**src/rtl/blink_detect.sv**
```systemverilog
// Measures edge-to-edge intervals of an asynchronous toggling input and reports
// whether it is toggling at the expected rate (lock), with loss-of-signal detection.
module blink_detect #(
    parameter int unsigned HALF_PERIOD = 33,
    parameter int unsigned TOL         = 2,
    parameter int unsigned LOCK_N      = 4,
    parameter int unsigned TIMEOUT     = 255
) (
    input  logic        clk,
    input  logic        rst_n,
    input  logic        blink_in,
    output logic [15:0] half_period,
    output logic        period_valid,
    output logic        match,
    output logic        locked,
    output logic        timeout,
    output logic [7:0]  Led
);

    localparam logic [16:0] MeasLo  = 17'(HALF_PERIOD - TOL);
    localparam logic [16:0] MeasHi  = 17'(HALF_PERIOD + TOL);
    localparam logic [15:0] CntMax  = 16'(TIMEOUT);
    localparam logic [2:0]  LockCnt = 3'(LOCK_N);

    typedef enum logic [1:0] {
        StIdle   = 2'd0,
        StArmed  = 2'd1,
        StLocked = 2'd2
    } state_e;

    state_e      state_q, state_d;
    logic        s1_q, s2_q, s3_q;
    logic [15:0] cnt_q, cnt_d;
    logic [2:0]  mcnt_q, mcnt_d;
    logic [15:0] hp_q, hp_d;
    logic        pv_q, pv_d;
    logic        match_q, match_d;
    logic        to_q, to_d;

    logic        edge_det;
    logic [16:0] meas;
    logic        in_tol;
    logic [2:0]  mcnt_inc;

    assign edge_det = s2_q ^ s3_q;
    // cnt never exceeds TIMEOUT, so the 17-bit sum cannot overflow.
    assign meas     = {1'b0, cnt_q} + 17'd1;
    assign in_tol   = (meas >= MeasLo) && (meas <= MeasHi);
    assign mcnt_inc = (mcnt_q >= LockCnt) ? LockCnt : mcnt_q + 3'd1;

    always_comb begin
        state_d = state_q;
        cnt_d   = cnt_q;
        mcnt_d  = mcnt_q;
        hp_d    = hp_q;
        pv_d    = 1'b0;
        match_d = 1'b0;
        to_d    = 1'b0;
        case (state_q)
            StIdle: begin
                cnt_d = '0;
                if (edge_det) begin
                    state_d = StArmed;
                    mcnt_d  = '0;
                end
            end
            StArmed, StLocked: begin
                // An edge wins over a simultaneous timeout.
                if (edge_det) begin
                    cnt_d   = '0;
                    hp_d    = meas[15:0];
                    pv_d    = 1'b1;
                    match_d = in_tol;
                    if (in_tol) begin
                        mcnt_d  = mcnt_inc;
                        state_d = (mcnt_inc == LockCnt) ? StLocked : StArmed;
                    end else begin
                        mcnt_d  = '0;
                        state_d = StArmed;
                    end
                end else if (cnt_q == CntMax) begin
                    state_d = StIdle;
                    cnt_d   = '0;
                    mcnt_d  = '0;
                    to_d    = 1'b1;
                end else begin
                    cnt_d = cnt_q + 16'd1;
                end
            end
            default: begin
                state_d = StIdle;
                cnt_d   = '0;
                mcnt_d  = '0;
            end
        endcase
    end

    always_ff @(posedge clk or negedge rst_n) begin
        if (!rst_n) begin
            state_q <= StIdle;
            s1_q    <= 1'b0;
            s2_q    <= 1'b0;
            s3_q    <= 1'b0;
            cnt_q   <= '0;
            mcnt_q  <= '0;
            hp_q    <= '0;
            pv_q    <= 1'b0;
            match_q <= 1'b0;
            to_q    <= 1'b0;
        end else begin
            state_q <= state_d;
            s1_q    <= blink_in;
            s2_q    <= s1_q;
            s3_q    <= s2_q;
            cnt_q   <= cnt_d;
            mcnt_q  <= mcnt_d;
            hp_q    <= hp_d;
            pv_q    <= pv_d;
            match_q <= match_d;
            to_q    <= to_d;
        end
    end

    assign half_period  = hp_q;
    assign period_valid = pv_q;
    assign match        = match_q;
    assign timeout      = to_q;
    assign locked       = (state_q == StLocked);
    assign Led          = {6'b0, s2_q, locked};

endmodule

```
**config.mk**
```make
export PLATFORM = sky130hd
export DESIGN_NAME = blink_detect
export DESIGN_NICKNAME = d
export VERILOG_FILES = /design/src/rtl/blink_detect.sv
export SDC_FILE = /design/constraint.sdc
export NUM_CORES = 1
export LEC_CHECK = 0
export ABC_AREA = 1
export CAP_MARGIN = 20
export CORE_UTILIZATION = 40
export CTS_CLUSTER_SIZE = 10
export DETAILED_ROUTE_END_ITERATION = 12
export SYNTH_ARGS = -nofsm -noshare
export SYNTH_HDL_FRONTEND = slang
export SYNTH_SLANG_ARGS = --single-unit
```
**constraint.sdc**
```tcl
create_clock -name clk -period 4.89 [get_ports clk]
set_clock_uncertainty 0.1 [all_clocks]
set_input_delay 0.978 -clock clk [delete_from_list [all_inputs] [get_ports clk]]
set_output_delay 0.978 -clock clk [all_outputs]
set_load 0.1 [all_outputs]
```
==> results of run 1 <==
logic make-up after synthesis:
group / share of synthesized area
flip-flops: 0.471
AO/OA/AOI/OAI: 0.0592
adder cells (fa/ha/maj): 0.0384
AND/OR/NAND/NOR: 0.340
other: 0.00164
buffers and inverters: 0.0894
state kept, by name, summed over array words and instances, names as in the netlist:
register	flops
cnt_q	16
half_period	16
match	1
mcnt_q	3
period_valid	1
s1_q	1
s2_q	1
s3_q	1
state_q	2
timeout	1
worst max path at each step:
stage / startpoint / to / slack, ps
final: state_q[0] / locked / 1740
after global routing: state_q[0] / locked / 1680
after CTS: state_q[0] / locked / 1730
after detailed placement: state_q[0] / locked / 2060
after global placement: state_q[0] / locked / 2080
after floorplan: state_q[0] / Led[0] / 2130
layout by cell type (no fill, tap or decap), types with 3 or more instances in the layout:
cell | synthesis | final
clkbuf_8 | 0 | 5
nor2_4 | 3 | 3
clkdlybuf4s50_1 | 0 | 23
nor3_1 | 3 | 3
inv_1 | 33 | 33
conb_1 | 1 | 6
ha_1 | 7 | 7
nand2_2 | 10 | 10
nand4_1 | 9 | 9
o21ai_0 | 17 | 17
o21ai_2 | 3 | 3
nand3_1 | 16 | 16
dfrtp_1 | 43 | 43
nor2_2 | 4 | 4
nor2_1 | 38 | 38
nand2_1 | 73 | 73
layer usage:
layer / global-route usage / part of all wire / routed length, µm
met1: 0.248 / 0.53 / 2520
met4: 0.0660 / 0.016 / 74
met5: 0 / 0 / 0
met3: 0.0247 / 0.031 / 146
met2: 0.258 / 0.42 / 2020
worst max-delay path, cell delays in order, from the launching register on:
cell,delay [ps]
dfrtp_1,410
inv_1,90
ha_1,160
clkdlybuf4s50_1,1130
cell type report:
class	count	area [µm²]
clock inverter	3	43.8
clock buffer	5	68.8
timing repair buffer	25	255
multi-input combinational	203	1020
fill	535	2820
sequential	43	1080
inverter	34	128
tap	72	90.1
metrics by stage:
| stage | power (µW) | std cells | setup WS (ps) |
|---|---|---|---|
| floorplan | 589 | 292 | 2130 |
| global placement | 637 | 376 | 2080 |
| detailed placement | 638 | 376 | 2060 |
| CTS | 921 | 384 | 1730 |
| global route | 960 | 385 | 1680 |
| finish | 913 | 385 | 1740 |
power by group through the flow:
stage | combinational (µW) | sequential, µW | clock, µW
3_5_place_dp | 243 | 396 | 0
6_report | 244 | 389 | 281
3_3_place_gp | 243 | 394 | 0
5_1_grt | 266 | 391 | 303
2_1_floorplan | 120 | 469 | 0
4_1_cts | 244 | 389 | 288
==> flow_summary_export.csv, run 1 <==
group,metric,value,unit
outcome,outcome,"completed",
critical_path,path_max_fanout,3,
yosys,syn_area,0.00228,mm²
yosys,synth_cell_type_count,29,
worst_hold_path,hold_class,"flip-flop to flip-flop",
pwr,p_comb_frac,0.267,
cts,insertion_delay,290,ps
critical_path,end_kind,"output port",
yosys,synth_edf_count,0,
cts,max-clock-path-buffers,2,
timing,whs,263,ps
die,initial_utilization,0.414,
critical_path,critical_path_class,"flip-flop to output port",
yosys,synth.area.top_cells,"dfrtp_1 47%, nand2_1 12%, nor2_1 6.3%",
timing,finalCriticalPeriod,3150,ps
yosys,syn-instance-count,287,
yosys,async_reset_ff_frac,1.00,
die,die_area,0.00601,mm²
die,rows,27,
die,coreArea,0.00551,mm²
timing,fin_crit_sh,0.645,
yosys,synthMostInstantiatedCell,"nand2_1",
final_layout,drive_gt1_frac,0.112,
pwr,vdd_drop_max,0.297,mV
global_routing,grt_usage,0.171,
pwr,leakage,0.00125,µW
run,maxCapViolations,0,
yosys,synth_top_area_share,0.471,
placed_design,port_buffers,24,
global_routing,antenna_found_initial,0,
final_layout,areaGrowthSynthToFinish,17.5,%
cts,cts_tree,"built",
pwr,switchingPower,337,µW
placed_design,hpwl,3460,µm
pwr,cell_internal_pwr,576,µW
detailed_routing,ant_nets,0,
timing,worst_pin_slew,975,ps
critical_path,critPathArrivalTime,2080,ps
die,die_y,77.5,µm
placed_design,gp_congestion,0.868,
cts,numCtsBuffers,5,
final_layout,final_nets,322,
worst_hold_path,holdPathStages,0,
cts,htree_levels,2,
pwr,swShare,0.369,
global_routing,grt-ovfl-total,0,
timing,rsz0062_at_grt,"false",
critical_path,rr_worst_depth,8,
cts,cts_setup_buffers,0,
detailed_routing,avgRoutedWirePerCell,12.4,µm
global_routing,grt_pass1_vias,1698,
cts,clk_pin_slew,90,ps
critical_path,crit_path_start_kind,"flip-flop",
critical_path,r2r-end,"state_q[1]",
detailed_routing,first_iter_violations,110,
yosys,synth_common_cells,"73 x nand2_1, 43 x dfrtp_1, 38 x nor2_1",
yosys,synth_warnings,0,
detailed_routing,vias,1842,
critical_path,rr_startpoint,"cnt_q[0]",
global_routing,grt_max_degree,44,
die,die_w,77.5,µm
worst_hold_path,holdPathEnd,"s2_q",
yosys,synth-main-ff-cell,"dfrtp_1",
cts,cts.sinks,43,
detailed_routing,dr.pass1.iters,4,
pwr,p_seq_frac,0.425,
die,io_pins,31,
detailed_routing,routed_via_density,4.78,
critical_path,cp.required,3810,ps
yosys,synth_area_per_cell,7.95,µm²
timing,max_slew_margin,0.348,
yosys,seq_area_frac_synth,0.471,
timing,slew_violations,0,
detailed_routing,drt-total-wl,4770,µm
pwr,powerDensity,340,mW/mm²
cts,cts-root-buf,"clkbuf_8",
detailed_routing,drc,0,
cts,post_cts_resized,0,
worst_hold_path,hold_start,"s1_q",
yosys,ys_ff_latch,43,
pwr,power_frac_clock,0.308,
global_routing,grt_pass1_wl,8020,µm
timing,setup_viol,0,
yosys,yosysTopAreaCell,"dfrtp_1",
final_layout,final_area,0.00268,mm²
critical_path,rrSetupSlack,2300,ps
cts,cts_hold_buf,0,
timing,clock.fmax,317,MHz
timing,finalSetupTns,0,ps
placed_design,dpl-instance-area,0.00255,mm²
final_layout,utilization,0.487,
timing,hold_viol,0,
final_layout,diodes,0,
Power figures use the tool's default switching activity.
==> inputs of run 2 (changes only) <==
Clock period 4.89 ns to 2.7 ns, I/O delays scaled along.
==> run 2 against run 1 <==
Compared with the run above: combinational power up 89%; first-iteration DRC count is 25% lower; final cell count rose by 0.52%; via count down 1.0%; highest routed layer unchanged; flip-flop and latch count unchanged; largest cell class unchanged; sequential power increased by 81%; clock power rose by 78%; critical endpoint is now mcnt_q[1]; global-route usage up 1.1 points; critical path depth is 10 higher.
==> flow_summary_export.csv, run 2 (same netlist as run 1, synthesis figures left out) <==
group,metric,value,unit
critical_path,rr_startpoint,"cnt_q[0]",
cts,cts.sinks,43,
timing,clock.fmax,478,MHz
global_routing,grt_max_degree,44,
die,coreArea,0.00551,mm²
critical_path,crit_family,"simple AND/OR/NAND/NOR gates",
cts,cts_setup_buffers,0,
critical_path,path_cells,"ha_1 > nand2_2 > inv_1 > nor2_1 > inv_1 > nor2_1 > nand3_1 > nor2_1 > nand2_1 > nand2_1 > and3_1 > nand2_2 > o21ai_2",
cts,numCtsBuffers,5,
global_routing,grt_pass1_vias,1751,
die,initial_utilization,0.414,
critical_path,end_kind,"flip-flop",
timing,fin_crit_sh,0.774,
placed_design,dp_cells,379,
final_layout,diodes,0,
cts,cts_tree,"built",
final_layout,drive_gt1_frac,0.187,
die,die_y,77.5,µm
critical_path,path_common_cell,"nor2_1",
cts,clk_pin_slew,90,ps
die,die_area,0.00601,mm²
critical_path,crit_start,"cnt_q[0]",
final_layout,final_nets,325,
detailed_routing,vias,1823,
placed_design,port_buffers,24,
die,io_pins,31,
cts,htree_levels,2,
global_routing,grt-ovfl-total,0,
final_layout,areaGrowthSynthToFinish,16.2,%
timing,worst_pin_slew,514,ps
critical_path,cp.required,2830,ps
run,maxCapViolations,0,
final_layout,layout_commonest_cell,"nand2_1",
critical_path,path_max_fanout,6,
placed_design,hpwl,3660,µm
detailed_routing,dr.pass1.iters,5,
timing,rsz0062_at_grt,"false",
timing,hold_viol,0,
cts,post_cts_resized,0,
detailed_routing,ant_nets,0,
final_layout,fill_cells,559,
timing,slew_violations,0,
worst_hold_path,hold_class,"input pin to asynchronous set/reset pin",
critical_path,critical_path_class,"flip-flop to flip-flop",
die,rows,27,
detailed_routing,drc,0,
detailed_routing,routed_via_density,4.71,
critical_path,rr_worst_depth,13,
outcome,outcome,"completed",
die,die_w,77.5,µm
detailed_routing,avgRoutedWirePerCell,12.8,µm
detailed_routing,first_iter_violations,83,
timing,finalSetupTns,0,ps
cts,cts_hold_buf,0,
timing,setup_viol,0,
placed_design,gp_congestion,0.886,
critical_path,worst-path-stages,13,
global_routing,grt_pass1_wl,8440,µm
pwr,vdd_drop_max,0.427,mV
detailed_routing,drt-total-wl,4940,µm
critical_path,slowest_delay,440,ps
pwr,powerDensity,628,mW/mm²
critical_path,critical_path_buf_inv_count,2,
timing,finalCriticalPeriod,2090,ps
global_routing,grt_usage,0.182,
global_routing,antenna_found_initial,0,
critical_path,critPathArrivalTime,2220,ps
timing,max_slew_margin,0.658,
final_layout,layout_common_cells,"73 x nand2_1, 43 x dfrtp_1, 38 x nor2_1, 33 x inv_1, 25 x buf_4",
pwr,leakage,0.00131,µW
final_layout,stdcell_count,387,
cts,max-clock-path-buffers,2,
critical_path,cpMaxStageDelayCell,"dfrtp_1",
cts,insertion_delay,300,ps
cts,cts-root-buf,"clkbuf_8",
critical_path,crit_path_start_kind,"flip-flop",
==> run 2: changes by cell type in the layout (fill, tap and decap cells not counted) <==
cell             previous run  this run
clkinv_4                    1         0
buf_16                      0         1
clkinv_2                    1         0
buf_4                       0        25
clkinvlp_4                  0         1
clkdlybuf4s50_1            23         1
buf_12                      1         0
==> run 2: report_power, final <==
group,internal (µW),total (µW),switching [µW]
Combinational,100,461,361
Sequential,679,704,24.8
Clock,271,499,229
==> run 2: routing by layer <==
metal  global-route usage  wire length (µm)  up-vias
li1                     -                 -      950
met1                0.255              2490      832
met2                0.284              2240       30
met3               0.0294               117       11
met4               0.0642                94        0
met5                    0                 0        -
==> run 2: cell type report <==
type / instances / area, µm² / area share
clock buffer: 5 / 68.8 / 0.0260
clock inverter: 2 / 37.5 / 0.0142
inverter: 34 / 128 / 0.0481
timing repair buffer: 28 / 230 / 0.0868
tap: 72 / 90.1 / 0.0340
multi-input combinational: 203 / 1020 / 0.385
sequential: 43 / 1080 / 0.406
==> run 2: worst paths after layout <==
check                             to  slack, ps
min                        mcnt_q[2]        100
min reg2reg                     s2_q        250
min in group clk                s2_q        250
max reg2reg                mcnt_q[1]        610
max                        mcnt_q[1]        610
max in group asynchronous   cnt_q[7]       1900
==> run 2: metrics by stage <==
stage / hold WS, ps / total power [µW] / instance area, µm² / worst slack [ps] / util
floorplan: 144 / 1070 / 2300 / 383 / -
finish: 104 / 1660 / 2650 / 609 / 0.481
global placement: 232 / 1170 / 2520 / 661 / 0.457
CTS: 254 / 1670 / 2620 / 613 / 0.476
global route: 128 / 1750 / 2650 / 352 / 0.481
detailed placement: 235 / 1180 / 2520 / 643 / 0.457
==> inputs of run 3 (changes only) <==
Clock period 2.7 ns to 2 ns, I/O delays scaled along.
==> run 3 against run 2 <==
Compared with the run above: the run now ends with setup timing left; total power is 42% higher; via count is 7.2% higher; critical path depth is 2 higher; final cell count is 4.4% higher; global-route usage is 1.0 points higher; utilization is 8.7 points higher; combinational power is 59% higher; register-to-register slack worse by 620 ps; flip-flop and latch count stayed put; setup slack worse by 620 ps; sequential share of layout area is 6.0 points lower; final area is 18% higher; critical path type unchanged; critical endpoint is now state_q[0]; highest routed layer unchanged.
==> flow_summary_export.csv, run 3 (same netlist as run 1, synthesis figures left out) <==
group,metric,value,unit
timing,worst_slack,-7.09,ps
worst_hold_path,hold_start,"s1_q",
placed_design,hpwl,3940,µm
pwr,power_frac_clock,0.280,
pwr,swShare,0.364,
critical_path,slowest_delay,450,ps
detailed_routing,avgRoutedWirePerCell,13.3,µm
worst_hold_path,holdPathEnd,"s2_q",
die,initial_utilization,0.414,
detailed_routing,first_iter_violations,89,
detailed_routing,ant_nets,0,
timing,max_slew_margin,0.662,
final_layout,layout_commonest_cell,"nand2_1",
worst_hold_path,holdPathStages,0,
final_layout,areaGrowthSynthToFinish,37.1,%
critical_path,rr_worst_depth,15,
critical_path,cpMaxStageDelayCell,"dfrtp_2",
cts,cts_tree,"built",
detailed_routing,drc,0,
pwr,powerDensity,755,mW/mm²
final_layout,final_area,0.00313,mm²
critical_path,end_kind,"flip-flop",
timing,clock.fmax,498,MHz
final_layout,drive_gt1_frac,0.304,
outcome,outcome,"finished, violations left",
timing,worst_pin_slew,507,ps
die,coreArea,0.00551,mm²
detailed_routing,dr.pass1.iters,4,
timing,slew_violations,0,
final_layout,final_nets,342,
die,die_y,77.5,µm
critical_path,path_cells,"ha_4 > nand2_8 > inv_4 > nor2_4 > inv_2 > nor2_2 > nand3_2 > nor2_2 > nand2_1 > nand2_2 > nand4_1 > nand2_1 > nand2_1 > nand2_1 > nand2_1",
placed_design,dpl-instance-area,0.00283,mm²
critical_path,critical_path_buf_inv_count,2,
final_layout,fill_cells,513,
detailed_routing,routed_via_density,4.84,
critical_path,path_max_fanout,6,
cts,cts.sinks,43,
cts,cts-root-buf,"clkbuf_8",
critical_path,critPathArrivalTime,2100,ps
critical_path,critical_path_class,"flip-flop to flip-flop",
timing,finalCriticalPeriod,2010,ps
cts,max-clock-path-buffers,2,
critical_path,path_common_cell,"nand2_1",
cts,clk_pin_slew,80,ps
critical_path,rr_startpoint,"cnt_q[0]",
pwr,vdd_drop_max,0.934,mV
global_routing,grt_pass1_wl,8970,µm
global_routing,antenna_found_initial,0,
final_layout,diodes,0,
cts,numCtsBuffers,5,
pwr,switchingPower,861,µW
die,die_area,0.00601,mm²
final_layout,stdcell_count,404,
timing,hold_viol,0,
cts,insertion_delay,290,ps
timing,fin_crit_sh,1.00,
cts,htree_levels,2,
worst_hold_path,hold_class,"flip-flop to flip-flop",
final_layout,layout_common_cells,"68 x nand2_1, 39 x dfrtp_1, 32 x nor2_1, 30 x inv_1",
critical_path,rrSetupSlack,-7,ps
global_routing,grt_pass1_vias,1833,
placed_design,gp_congestion,0.890,
pwr,leakage,0.00144,µW
detailed_routing,vias,1954,
timing,rsz0062_at_grt,"true",
placed_design,dp_cells,387,
pwr,p_comb_frac,0.311,
global_routing,grt-ovfl-total,0,
pwr,p_seq_frac,0.409,
critical_path,crit_family,"simple AND/OR/NAND/NOR gates",
die,rows,27,
run,maxCapViolations,0,
timing,setup_viol,1,
outcome,failed_checks,"setup timing",
critical_path,crit_path_start_kind,"flip-flop",
die,io_pins,31,
placed_design,port_buffers,24,
die,die_w,77.5,µm
pwr,cell_internal_pwr,1500,µW
critical_path,cp.required,2090,ps
global_routing,grt_usage,0.192,
critical_path,r2r-end,"state_q[0]",
detailed_routing,drt-total-wl,5380,µm
global_routing,grt_max_degree,32,
[run 3: cell count changes in the layout (fill, tap and decap cells not counted), sizes merged]
cell	previous run	this run
nor2	46	47
buf	27	42
dlygate4sd3	0	1
[run 3: metrics by stage]
step                      hold WS (ps)  worst slack (ps)   util  setup TNS (ps)  total power, µW
after global placement             232             -62.2  0.514            -225             1670
after global routing               266              -132  0.568            -372             2480
final                              259             -7.09  0.568           -7.09             2360
after floorplan                   4.41               145      -               0             1440
after CTS                          255              9.27  0.541               0             2370
after detailed placement           236              -105  0.514            -455             1690
[run 3: worst max-delay path by stage]
| stage | slack, ps | to | from | depth (start not counted) |
|---|---|---|---|---|
| floorplan | 140 | Led[0] | state_q[0] | 3 |
| global placement | -60 | mcnt_q[2] | cnt_q[0] | 13 |
| detailed placement | -110 | mcnt_q[0] | cnt_q[0] | 13 |
| CTS | 9 | state_q[0] | cnt_q[0] | 13 |
| global route | -130 | state_q[0] | cnt_q[0] | 15 |
| finish | -7 | state_q[0] | cnt_q[0] | 15 |
[run 3: routing by layer]
layer | vias to the layer above | routed length (µm) | track usage
li1 | 982 | - | -
met1 | 926 | 2630 | 0.271
met2 | 37 | 2470 | 0.296
met3 | 9 | 188 | 0.0400
met4 | 0 | 89 | 0.0585
met5 | - | 0 | 0
[run 3: cell type report]
cell class | count | area [µm²] | share of cell area
Inverter | 34 | 130 | 0.0416
Timing Repair Buffer | 44 | 587 | 0.188
Sequential cell | 43 | 1080 | 0.346
Clock buffer | 5 | 68.8 | 0.0220
Multi-Input combinational cell | 204 | 1130 | 0.362
Clock inverter | 2 | 37.5 | 0.0120
Tap cell | 72 | 90.1 | 0.0288
[run 3: power by group through the flow]
stage	clock (µW)	combinational, µW	sequential [µW]
2_1_floorplan	0	294	1150
3_3_place_gp	0	700	974
3_5_place_dp	0	709	976
4_1_cts	685	722	963
5_1_grt	715	794	973
6_report	662	735	966
[run 3: repair_timing]
item | 4_1_cts | 5_1_grt
hold buffers | 1 | 0
setup buffers | 0 | 8
gates resized for setup | 8 | 27
hold endpoints to repair | 20 | 0
pin swaps | 7 | 17
endpoints found under the setup margin | 5 | 6
gates cloned | 0 | 1
